`src/rtl/rv32i_control_fsm_pkg.sv`:
```
// Shared RV32I types: opcodes, funct3 groups, ALU ops, datapath mux selects
// and the control FSM state encoding (exported so benches can see state_dbg).
package rv32i_types;

  typedef enum logic [6:0] {
    op_lui   = 7'b0110111,
    op_auipc = 7'b0010111,
    op_jal   = 7'b1101111,
    op_jalr  = 7'b1100111,
    op_br    = 7'b1100011,
    op_load  = 7'b0000011,
    op_store = 7'b0100011,
    op_imm   = 7'b0010011,
    op_reg   = 7'b0110011,
    op_csr   = 7'b1110011
  } rv32i_opcode;

  // aluop equals funct3 for the plain arithmetic cases; sra/sub occupy the
  // slt/sltu codes because those two go through the comparator instead.
  typedef enum logic [2:0] {
    alu_add = 3'b000,
    alu_sll = 3'b001,
    alu_sra = 3'b010,
    alu_sub = 3'b011,
    alu_xor = 3'b100,
    alu_srl = 3'b101,
    alu_or  = 3'b110,
    alu_and = 3'b111
  } alu_ops;

  typedef enum logic [2:0] {
    f3_add  = 3'b000,
    f3_sll  = 3'b001,
    f3_slt  = 3'b010,
    f3_sltu = 3'b011,
    f3_xor  = 3'b100,
    f3_sr   = 3'b101,
    f3_or   = 3'b110,
    f3_and  = 3'b111
  } arith_funct3;

  typedef enum logic [2:0] {
    beq  = 3'b000,
    bne  = 3'b001,
    blt  = 3'b100,
    bge  = 3'b101,
    bltu = 3'b110,
    bgeu = 3'b111
  } branch_funct3;

  typedef enum logic [2:0] {
    ld_lb  = 3'b000,
    ld_lh  = 3'b001,
    ld_lw  = 3'b010,
    ld_lbu = 3'b100,
    ld_lhu = 3'b101
  } load_funct3;

  typedef enum logic [2:0] {
    st_sb = 3'b000,
    st_sh = 3'b001,
    st_sw = 3'b010
  } store_funct3;

  typedef enum logic [1:0] {
    pcmux_pc_plus4 = 2'b00,
    pcmux_alu_out  = 2'b01,
    pcmux_alu_mod2 = 2'b10
  } pcmux_sel_t;

  typedef enum logic {
    marmux_pc_out  = 1'b0,
    marmux_alu_out = 1'b1
  } marmux_sel_t;

  typedef enum logic {
    cmpmux_rs2_out = 1'b0,
    cmpmux_i_imm   = 1'b1
  } cmpmux_sel_t;

  typedef enum logic {
    alumux1_rs1_out = 1'b0,
    alumux1_pc_out  = 1'b1
  } alumux1_sel_t;

  typedef enum logic [2:0] {
    alumux2_i_imm   = 3'd0,
    alumux2_u_imm   = 3'd1,
    alumux2_b_imm   = 3'd2,
    alumux2_s_imm   = 3'd3,
    alumux2_j_imm   = 3'd4,
    alumux2_rs2_out = 3'd5
  } alumux2_sel_t;

  typedef enum logic [3:0] {
    rfmux_alu_out  = 4'd0,
    rfmux_br_en    = 4'd1,
    rfmux_u_imm    = 4'd2,
    rfmux_lw       = 4'd3,
    rfmux_pc_plus4 = 4'd4,
    rfmux_lb       = 4'd5,
    rfmux_lbu      = 4'd6,
    rfmux_lh       = 4'd7,
    rfmux_lhu      = 4'd8
  } regfilemux_sel_t;

  typedef enum logic [3:0] {
    s_fetch1, s_fetch2, s_fetch3, s_decode,
    s_lui, s_auipc, s_jal, s_jalr, s_br, s_imm, s_reg,
    s_calc_addr, s_ld1, s_ld2, s_st1, s_st2
  } state_t;

endpackage

```
`src/rtl/rv32i_control_fsm_store_mask.sv`:
```
// Combinational store byte-enable generator: sb/sh/sw strobes from funct3
// and the byte offset of the store address.
module rv32i_store_mask
  import rv32i_types::*;
(
  input  logic [2:0] funct3,
  input  logic [1:0] mar_lsb,
  output logic [3:0] byte_enable
);

  always_comb begin
    byte_enable = 4'b1111;
    case (funct3)
      st_sb:   byte_enable = 4'b0001 << mar_lsb;
      st_sh:   byte_enable = 4'b0011 << {mar_lsb[1], 1'b0};
      default: byte_enable = 4'b1111;
    endcase
  end

endmodule

```
`src/rtl/rv32i_control_fsm.sv`:
```
// Multi-cycle RV32I control unit: Moore decode of state plus IR fields.
// Optional performance counters are built when CTRL_PERF_CNT_EN is defined.
module rv32i_control_fsm
  import rv32i_types::*;
#(
  parameter int unsigned PERF_CNT_WIDTH = 32
) (
  input  logic                      clk,
  input  logic                      rst_n,
  input  logic [6:0]                opcode,
  input  logic [2:0]                funct3,
  input  logic [6:0]                funct7,
  input  logic                      br_en,
  input  logic [1:0]                mar_lsb,
  input  logic                      mem_resp,
  output logic                      load_pc,
  output logic                      load_ir,
  output logic                      load_regfile,
  output logic                      load_mar,
  output logic                      load_mdr,
  output logic                      load_data_out,
  output logic [1:0]                pcmux_sel,
  output logic                      marmux_sel,
  output logic                      cmpmux_sel,
  output logic                      alumux1_sel,
  output logic [2:0]                alumux2_sel,
  output logic [3:0]                regfilemux_sel,
  output logic [2:0]                aluop,
  output logic [2:0]                cmpop,
  output logic                      mem_read,
  output logic                      mem_write,
  output logic [3:0]                mem_byte_enable,
  output logic                      illegal_instr,
`ifdef CTRL_PERF_CNT_EN
  output logic [PERF_CNT_WIDTH-1:0] cycle_cnt,
  output logic [PERF_CNT_WIDTH-1:0] instret_cnt,
`endif
  output state_t                    state_dbg
);

  // Memory handshake: mem_read/mem_write rise on entry to a memory state and
  // stay high every cycle until a cycle with mem_resp=1, after which the FSM
  // leaves the state on that edge; mem_resp in any other state is ignored.

  state_t     state, state_next;
  logic [3:0] store_be;
  logic       unused_funct7;

  assign unused_funct7 = ^{funct7[6], funct7[4:0]};
  assign state_dbg     = state;

  if (PERF_CNT_WIDTH < 1) begin : g_perf_width_check
    $error("PERF_CNT_WIDTH must be at least 1");
  end

  rv32i_store_mask u_store_mask (
    .funct3      (funct3),
    .mar_lsb     (mar_lsb),
    .byte_enable (store_be)
  );

  always_ff @(posedge clk or negedge rst_n) begin
    if (!rst_n) state <= s_fetch1;
    else        state <= state_next;
  end

  // Outputs are gated by rst_n so a reset mid-access drops requests at once.
  always_comb begin
    state_next      = state;
    load_pc         = 1'b0;
    load_ir         = 1'b0;
    load_regfile    = 1'b0;
    load_mar        = 1'b0;
    load_mdr        = 1'b0;
    load_data_out   = 1'b0;
    pcmux_sel       = pcmux_pc_plus4;
    marmux_sel      = marmux_pc_out;
    cmpmux_sel      = cmpmux_rs2_out;
    alumux1_sel     = alumux1_rs1_out;
    alumux2_sel     = alumux2_i_imm;
    regfilemux_sel  = rfmux_alu_out;
    aluop           = alu_add;
    cmpop           = beq;
    mem_read        = 1'b0;
    mem_write       = 1'b0;
    mem_byte_enable = 4'b1111;
    illegal_instr   = 1'b0;

    if (rst_n) begin
      case (state)
        s_fetch1: begin
          marmux_sel = marmux_pc_out;
          load_mar   = 1'b1;
          state_next = s_fetch2;
        end
        s_fetch2: begin
          mem_read = 1'b1;
          load_mdr = 1'b1;
          if (mem_resp) state_next = s_fetch3;
        end
        s_fetch3: begin
          load_ir    = 1'b1;
          state_next = s_decode;
        end
        s_decode: begin
          case (opcode)
            op_lui:   state_next = s_lui;
            op_auipc: state_next = s_auipc;
            op_jal:   state_next = s_jal;
            op_jalr:  state_next = s_jalr;
            op_br:    state_next = s_br;
            op_imm:   state_next = s_imm;
            op_reg:   state_next = s_reg;
            op_load,
            op_store: state_next = s_calc_addr;
            default: begin
              illegal_instr = 1'b1;
              state_next    = s_fetch1;
            end
          endcase
        end
        s_lui: begin
          regfilemux_sel = rfmux_u_imm;
          load_regfile   = 1'b1;
          load_pc        = 1'b1;
          state_next     = s_fetch1;
        end
        s_auipc: begin
          alumux1_sel    = alumux1_pc_out;
          alumux2_sel    = alumux2_u_imm;
          aluop          = alu_add;
          regfilemux_sel = rfmux_alu_out;
          load_regfile   = 1'b1;
          load_pc        = 1'b1;
          state_next     = s_fetch1;
        end
        s_jal: begin
          regfilemux_sel = rfmux_pc_plus4;
          load_regfile   = 1'b1;
          alumux1_sel    = alumux1_pc_out;
          alumux2_sel    = alumux2_j_imm;
          pcmux_sel      = pcmux_alu_out;
          load_pc        = 1'b1;
          state_next     = s_fetch1;
        end
        s_jalr: begin
          regfilemux_sel = rfmux_pc_plus4;
          load_regfile   = 1'b1;
          alumux1_sel    = alumux1_rs1_out;
          alumux2_sel    = alumux2_i_imm;
          pcmux_sel      = pcmux_alu_mod2;
          load_pc        = 1'b1;
          state_next     = s_fetch1;
        end
        s_br: begin
          cmpmux_sel  = cmpmux_rs2_out;
          cmpop       = funct3;
          alumux1_sel = alumux1_pc_out;
          alumux2_sel = alumux2_b_imm;
          pcmux_sel   = br_en ? pcmux_alu_out : pcmux_pc_plus4;
          load_pc     = 1'b1;
          state_next  = s_fetch1;
        end
        s_imm: begin
          alumux2_sel  = alumux2_i_imm;
          load_regfile = 1'b1;
          load_pc      = 1'b1;
          state_next   = s_fetch1;
          if (funct3 == f3_slt || funct3 == f3_sltu) begin
            cmpmux_sel     = cmpmux_i_imm;
            cmpop          = (funct3 == f3_slt) ? blt : bltu;
            regfilemux_sel = rfmux_br_en;
          end else if (funct3 == f3_sr && funct7[5]) begin
            aluop = alu_sra;
          end else begin
            aluop = funct3;
          end
        end
        s_reg: begin
          alumux2_sel  = alumux2_rs2_out;
          load_regfile = 1'b1;
          load_pc      = 1'b1;
          state_next   = s_fetch1;
          if (funct3 == f3_slt || funct3 == f3_sltu) begin
            cmpmux_sel     = cmpmux_rs2_out;
            cmpop          = (funct3 == f3_slt) ? blt : bltu;
            regfilemux_sel = rfmux_br_en;
          end else if (funct3 == f3_add && funct7[5]) begin
            aluop = alu_sub;
          end else if (funct3 == f3_sr && funct7[5]) begin
            aluop = alu_sra;
          end else begin
            aluop = funct3;
          end
        end
        s_calc_addr: begin
          aluop      = alu_add;
          marmux_sel = marmux_alu_out;
          load_mar   = 1'b1;
          if (opcode == op_store) begin
            alumux2_sel   = alumux2_s_imm;
            load_data_out = 1'b1;
            state_next    = s_st1;
          end else begin
            alumux2_sel = alumux2_i_imm;
            state_next  = s_ld1;
          end
        end
        s_ld1: begin
          mem_read = 1'b1;
          load_mdr = 1'b1;
          if (mem_resp) state_next = s_ld2;
        end
        s_ld2: begin
          case (funct3)
            ld_lb:   regfilemux_sel = rfmux_lb;
            ld_lh:   regfilemux_sel = rfmux_lh;
            ld_lbu:  regfilemux_sel = rfmux_lbu;
            ld_lhu:  regfilemux_sel = rfmux_lhu;
            default: regfilemux_sel = rfmux_lw;
          endcase
          load_regfile = 1'b1;
          load_pc      = 1'b1;
          state_next   = s_fetch1;
        end
        s_st1: begin
          mem_write       = 1'b1;
          mem_byte_enable = store_be;
          if (mem_resp) state_next = s_st2;
        end
        s_st2: begin
          load_pc    = 1'b1;
          state_next = s_fetch1;
        end
        default: state_next = s_fetch1;
      endcase
    end
  end

`ifdef CTRL_PERF_CNT_EN
  // Both counters wrap naturally at 2^PERF_CNT_WIDTH.
  always_ff @(posedge clk or negedge rst_n) begin
    if (!rst_n) begin
      cycle_cnt   <= '0;
      instret_cnt <= '0;
    end else begin
      cycle_cnt <= cycle_cnt + PERF_CNT_WIDTH'(1);
      if (load_pc) instret_cnt <= instret_cnt + PERF_CNT_WIDTH'(1);
    end
  end
`endif

endmodule

```
`config.mk`:
```
export PLATFORM = sky130hd
export DESIGN_NAME = rv32i_control_fsm
export DESIGN_NICKNAME = d
export VERILOG_FILES = /design/src/rtl/rv32i_control_fsm_pkg.sv /design/src/rtl/rv32i_control_fsm_store_mask.sv /design/src/rtl/rv32i_control_fsm.sv
export SDC_FILE = /design/constraint.sdc
export NUM_CORES = 1
export LEC_CHECK = 0
export ABC_AREA = 1
export BUFFER_PORTS_ARGS = -buffer_cell sky130_fd_sc_hd__buf_2
export CORE_MARGIN = 2
export CORE_UTILIZATION = 30
export CTS_BUF_LIST = sky130_fd_sc_hd__clkbuf_16
export DETAILED_ROUTE_END_ITERATION = 10
export MAX_ROUTING_LAYER = met4
export SETUP_SLACK_MARGIN = 0.15
export SYNTH_ARGS = -nofsm -noshare
export SYNTH_HDL_FRONTEND = slang
export SYNTH_HIERARCHICAL = 1
export SYNTH_SLANG_ARGS = --single-unit
```
`constraint.sdc`:
```
create_clock -name clk -period 1.3 [get_ports clk]
set_input_delay 0.13 -clock clk [delete_from_list [all_inputs] [get_ports clk]]
set_output_delay 0.13 -clock clk [all_outputs]
set_load 0.1 [all_outputs]
```
==> metrics.yaml, run 1 <==
grt_max_degree: 14
die_h_um: 60.78
first-error: "[ERROR DPL-0038] Utilization greater than 100%, impossible to legalize"
outcome: "aborted with a tool error"
synth-seq-cells: 4
die_w_um: 60.78
syn_inst: 194
crit_endpoint: "regfilemux_sel[1]"
failed_stage: "5_1_grt"
syn_nets: 217
numCtsBuffers: 3
root_buffer: "clkbuf_16"
dp_slack_ps: -322.8
dpl.hpwl_um: 3363
h-tree-depth: 1
cts_max_path_buffers: 2
io_pins: 58
start_util_pct: 31.68
synth_async_sr_flop_share_pct: 100.0
worst-ep-kind: "top-level output"
ys_seq_area_share_pct: 10.35
avgSynthCellArea_um2: 4.985
place_congestion: 0.8778
synth.distinct_cells: 25
ys.flop_type: "dfrtp_1"
synth_edf_count: 0
ys.warnings.count: 6
core.rowCount: 20
synth_area_um2: 967.2
cts.sinks: 4
portBuffers: 51
-- synth_stat cells, drive strengths merged (2+ instances only) --
library cell	count	area (um^2)
nand3	21	105.1
a21oi	11	58.81
o21ai	8	40.03
buf	3	16.26
inv	43	161.4
nor3	3	15.01
nor4	3	18.77
nor2	35	171.4
o31ai	2	15.01
a31oi	2	12.51
dfrtp	4	100.1
nand2	55	226.5
-- per-stage QoR --
step                setup TNS (ps)  utilization [%]  instances  cell area (um^2)
floorplan                   -19030                -        194              1380
global placement             -6128            82.21        326              2510
detailed placement           -6447            82.21        326              2510
CTS                         -13610            91.23        338              2785
-- what timing repair did --
action | in CTS
hold buffers | 1
pin swaps | 22
endpoints found under the setup margin | 39
resized for setup | 39
buffers inserted | 8
endpoints found under the hold margin | 4
-- cell families after synthesis --
group / synth area share (%)
DFF: 10.35
and+or+nand+nor: 56.79
AOI/OAI and AO/OA: 14.49
buffers and inverters: 18.37
==> run 2: changes to the inputs <==
--- a/config.mk
+++ b/config.mk
@@ -8,11 +8,9 @@
 export ABC_AREA = 1
 export BUFFER_PORTS_ARGS = -buffer_cell sky130_fd_sc_hd__buf_2
 export CORE_MARGIN = 2
-export CORE_UTILIZATION = 30
-export CTS_BUF_LIST = sky130_fd_sc_hd__clkbuf_16
+export CORE_UTILIZATION = 20
 export DETAILED_ROUTE_END_ITERATION = 10
-export MAX_ROUTING_LAYER = met4
-export SETUP_SLACK_MARGIN = 0.15
+export PLACE_DENSITY_LB_ADDON = 0.15
 export SYNTH_ARGS = -nofsm -noshare
 export SYNTH_HDL_FRONTEND = slang
 export SYNTH_HIERARCHICAL = 1
==> run 2 against run 1 <==
  * The flow now finishes, with violations (negative setup slack)
  * Synthesized area stayed put
  * Synthesized cell count did not move
==> metrics.yaml, run 2 <==
grt_pass1_wl_um: 6610
ys.warnings.count: 6  # unchanged
worst_r2r_endpoint: "state_dbg[1]$_DFFE_PN0P_"
cp_num_cells: 8
via_per_inst: 4.470
cp.arrival_ps: 1700
root_buffer: "clkbuf_8"
reg2reg_depth: 11
min_period_ps: 1830
cp_top_family: "buffers and inverters"
syn_inst: 194  # unchanged
numCtsBuffers: 3  # unchanged
grt_pass1_vias: 1526
violations: "negative setup slack"
ys.flop_type: "dfrtp_1"
setup.worst_path.end: "cmpop[2]"
powerDensity_mw_per_mm2: 966.9
crit_path_max_incr_delay_ps: 520
final_cell_mix: "44 x buf_4, 37 x buf_12, 30 x nand2_1"
final_layout_size_suffix_gt1_share_pct: 66.22
critPathMaxFanout: 5
switching_share_pct: 53.79
final_common_cell: "buf_4"
crit_path_end_kind: "output port"
grtUsageMet2_pct: 27.68
criticalPathCategory: "flop to output port"
die_w_um: 73.54  # +21%
synth_area_leader_cell: "nand2_1"
cp_cell_sequence: "buf_6 -> nor2_4 -> inv_2 -> nor2_4 -> buf_6 -> inv_2 -> o22ai_4 -> buf_12"
cp-startpoint: "state_dbg[1]$_DFFE_PN0P_"
hold_class: "primary input to flop"
core.rowCount: 25  # +25%
cp_slowest_cell: "dfrtp_4"
use_met3_pct: 1.097
insertion_delay_ps: 220
start_util_pct: 20.61  # -11 points
clock_skew_ps: 0.5970
seqPwrFrac_pct: 9.9
ant_nets: 0
outcome: "complete, but fails checks"
portBuffers: 51  # unchanged
rr_startpoint: "state_dbg[1]$_DFFE_PN0P_"
synth-seq-cells: 4  # unchanged
die-area_mm2: 0.005408
finalCritPeriodShare_pct: 140.7
maxCapViolCount: 0
die_h_um: 73.54  # +21%
largest_reg_flops: 4
drt_iter0_drc: 65
finalSetupViolCount: 35
worstMarginPinSlew_ps: 299.3
final.setup.tns_ps: -13270
grt_max_degree: 9
fin_total_pwr_mw: 2.734
avgSynthCellArea_um2: 4.985  # unchanged
hold_viol: 0
dpl.hpwl_um: 3356  # -0.20%
synth_edf_count: 0  # unchanged
cts.sinks: 4  # unchanged
wl_per_cell_um: 11.16
n_antenna_cell: 0
cts_max_path_buffers: 2  # unchanged
antenna_found_initial: 0
grt_busiest_layer: "met2"
max-slew-margin-rel_pct: 80.02
ys_seq_area_share_pct: 10.35  # unchanged
syn_nets: 217  # unchanged
vias: 1578
wl_um: 3938
crit_required_ps: 1170
grt.total_usage_pct: 15.26
grt-ovfl-total: 0
pwr-share-comb_pct: 80.6
intPower_mw: 1.263
synth_async_sr_flop_share_pct: 100.0  # unchanged
fin_ws_ps: -529.7
slew_violations: 0
io_pins: 58  # unchanged
clkTransAtPathRegs_ps: 30
synth.top_cells.by_count: "49 x nand2_1, 34 x inv_1, 25 x nor2_1, 21 x nand3_1, 10 x a21oi_1"
synth.top_cells.by_area: "nand2_1 19%, inv_1 13%, nand3_1 11%"
critPathLaunchType: "flop"
rsz0062_at_grt: "yes"
core_area_mm2: 0.004692
cts_tree: "done"
grtUsageMet1_pct: 19.28
final_nets: 324
synth_most_common_cell: "nand2_1"
drtPass1Iterations: 4
ir_worst_vdd_uv: 1261
rrSetupSlack_ps: -210
h-tree-depth: 1  # unchanged
crit_buf_inv: 5
place_congestion: 0.8385  # -4.5%
yosysTopAreaCellShare_pct: 19.02  # unchanged
cellLeakagePower_nw: 1.263
syn2layout_area_growth_pct: 192.4
synth.distinct_cells: 25  # unchanged
p_clk_share_pct: 9.5
switchingPower_mw: 1.471
synth_area_um2: 967.2  # unchanged
drc: 0
max_freq_mhz: 546.6
## run 2: cell counts after synthesis
No cell type changed its count.
## run 2: power by group through the flow
stage          clock network [mW]  logic, mW  registers (mW)
2_1_floorplan                   0      0.951           0.505
3_3_place_gp                    0       1.91           0.271
3_5_place_dp                    0       1.91           0.274
4_1_cts                     0.266       2.05           0.267
5_1_grt                     0.275       2.32           0.275
6_report                    0.260       2.20           0.270
## run 2: layer usage
layer,vias to the layer above,part of all wire [%]
li1,821,-
met1,715,42
met2,38,54
met3,4,3.5
met4,0,0.66
met5,-,0
## run 2: area by class of cell
cell class	instances	area, um^2
sequential	4	115.1
fill	400	1864
multi-input combinational	144	1167
timing repair buffer	105	1240
inverter	43	196.4
clock buffer	3	41.29
tap	54	67.56
## run 2: how the worst min path moves through the flow
stage | startpoint | endpoint | depth (start not counted)
floorplan | rst_n | state_dbg[0]$_DFFE_PN0P_ | 0
global placement | rst_n | state_dbg[2]$_DFFE_PN0P_ | 2
detailed placement | rst_n | state_dbg[3]$_DFFE_PN0P_ | 2
CTS | rst_n | state_dbg[1]$_DFFE_PN0P_ | 4
global route | rst_n | state_dbg[1]$_DFFE_PN0P_ | 4
finish | rst_n | state_dbg[2]$_DFFE_PN0P_ | 4
## run 2: cell families after synthesis
family | after synthesis | share of synthesized area [%]
DFF | 4 | 10.35
AOI/OAI and AO/OA | 25 | 14.49
buffers and inverters | 46 | 18.37
and+or+nand+nor | 119 | 56.79
## run 2: timing repair
| item | CTS | global route |
|---|---|---|
| resized for setup | 31 | 15 |
| gates cloned | 0 | 0 |
| buffers inserted | 5 | 5 |
| endpoints found under the setup margin | 35 | 36 |
| pin swaps | 15 | 11 |
| hold endpoints to repair | 4 | 0 |
| hold buffers | 1 | 0 |
## run 2: per-stage QoR
stage / hold slack, ps / utilization [%] / cells / setup slack (ps) / instance area [um^2]
2_1_floorplan: -165.6 / - / 194 / -883.7 / 1380
3_3_place_gp: 113.7 / 54.40 / 340 / -265.8 / 2552
3_5_place_dp: 126.5 / 54.40 / 340 / -319.9 / 2552
4_1_cts: 291.7 / 58.48 / 349 / -500.0 / 2744
5_1_grt: 321.3 / 60.27 / 353 / -595.2 / 2828
6_report: 289.8 / 60.27 / 353 / -529.7 / 2828
## run 2: worst min-delay path: cells and delay by family
kind	cells	cell delay, ps
buf+inv	1	140
simple gates	3	190
No activity file was read; power rests on OpenSTA's default activity.
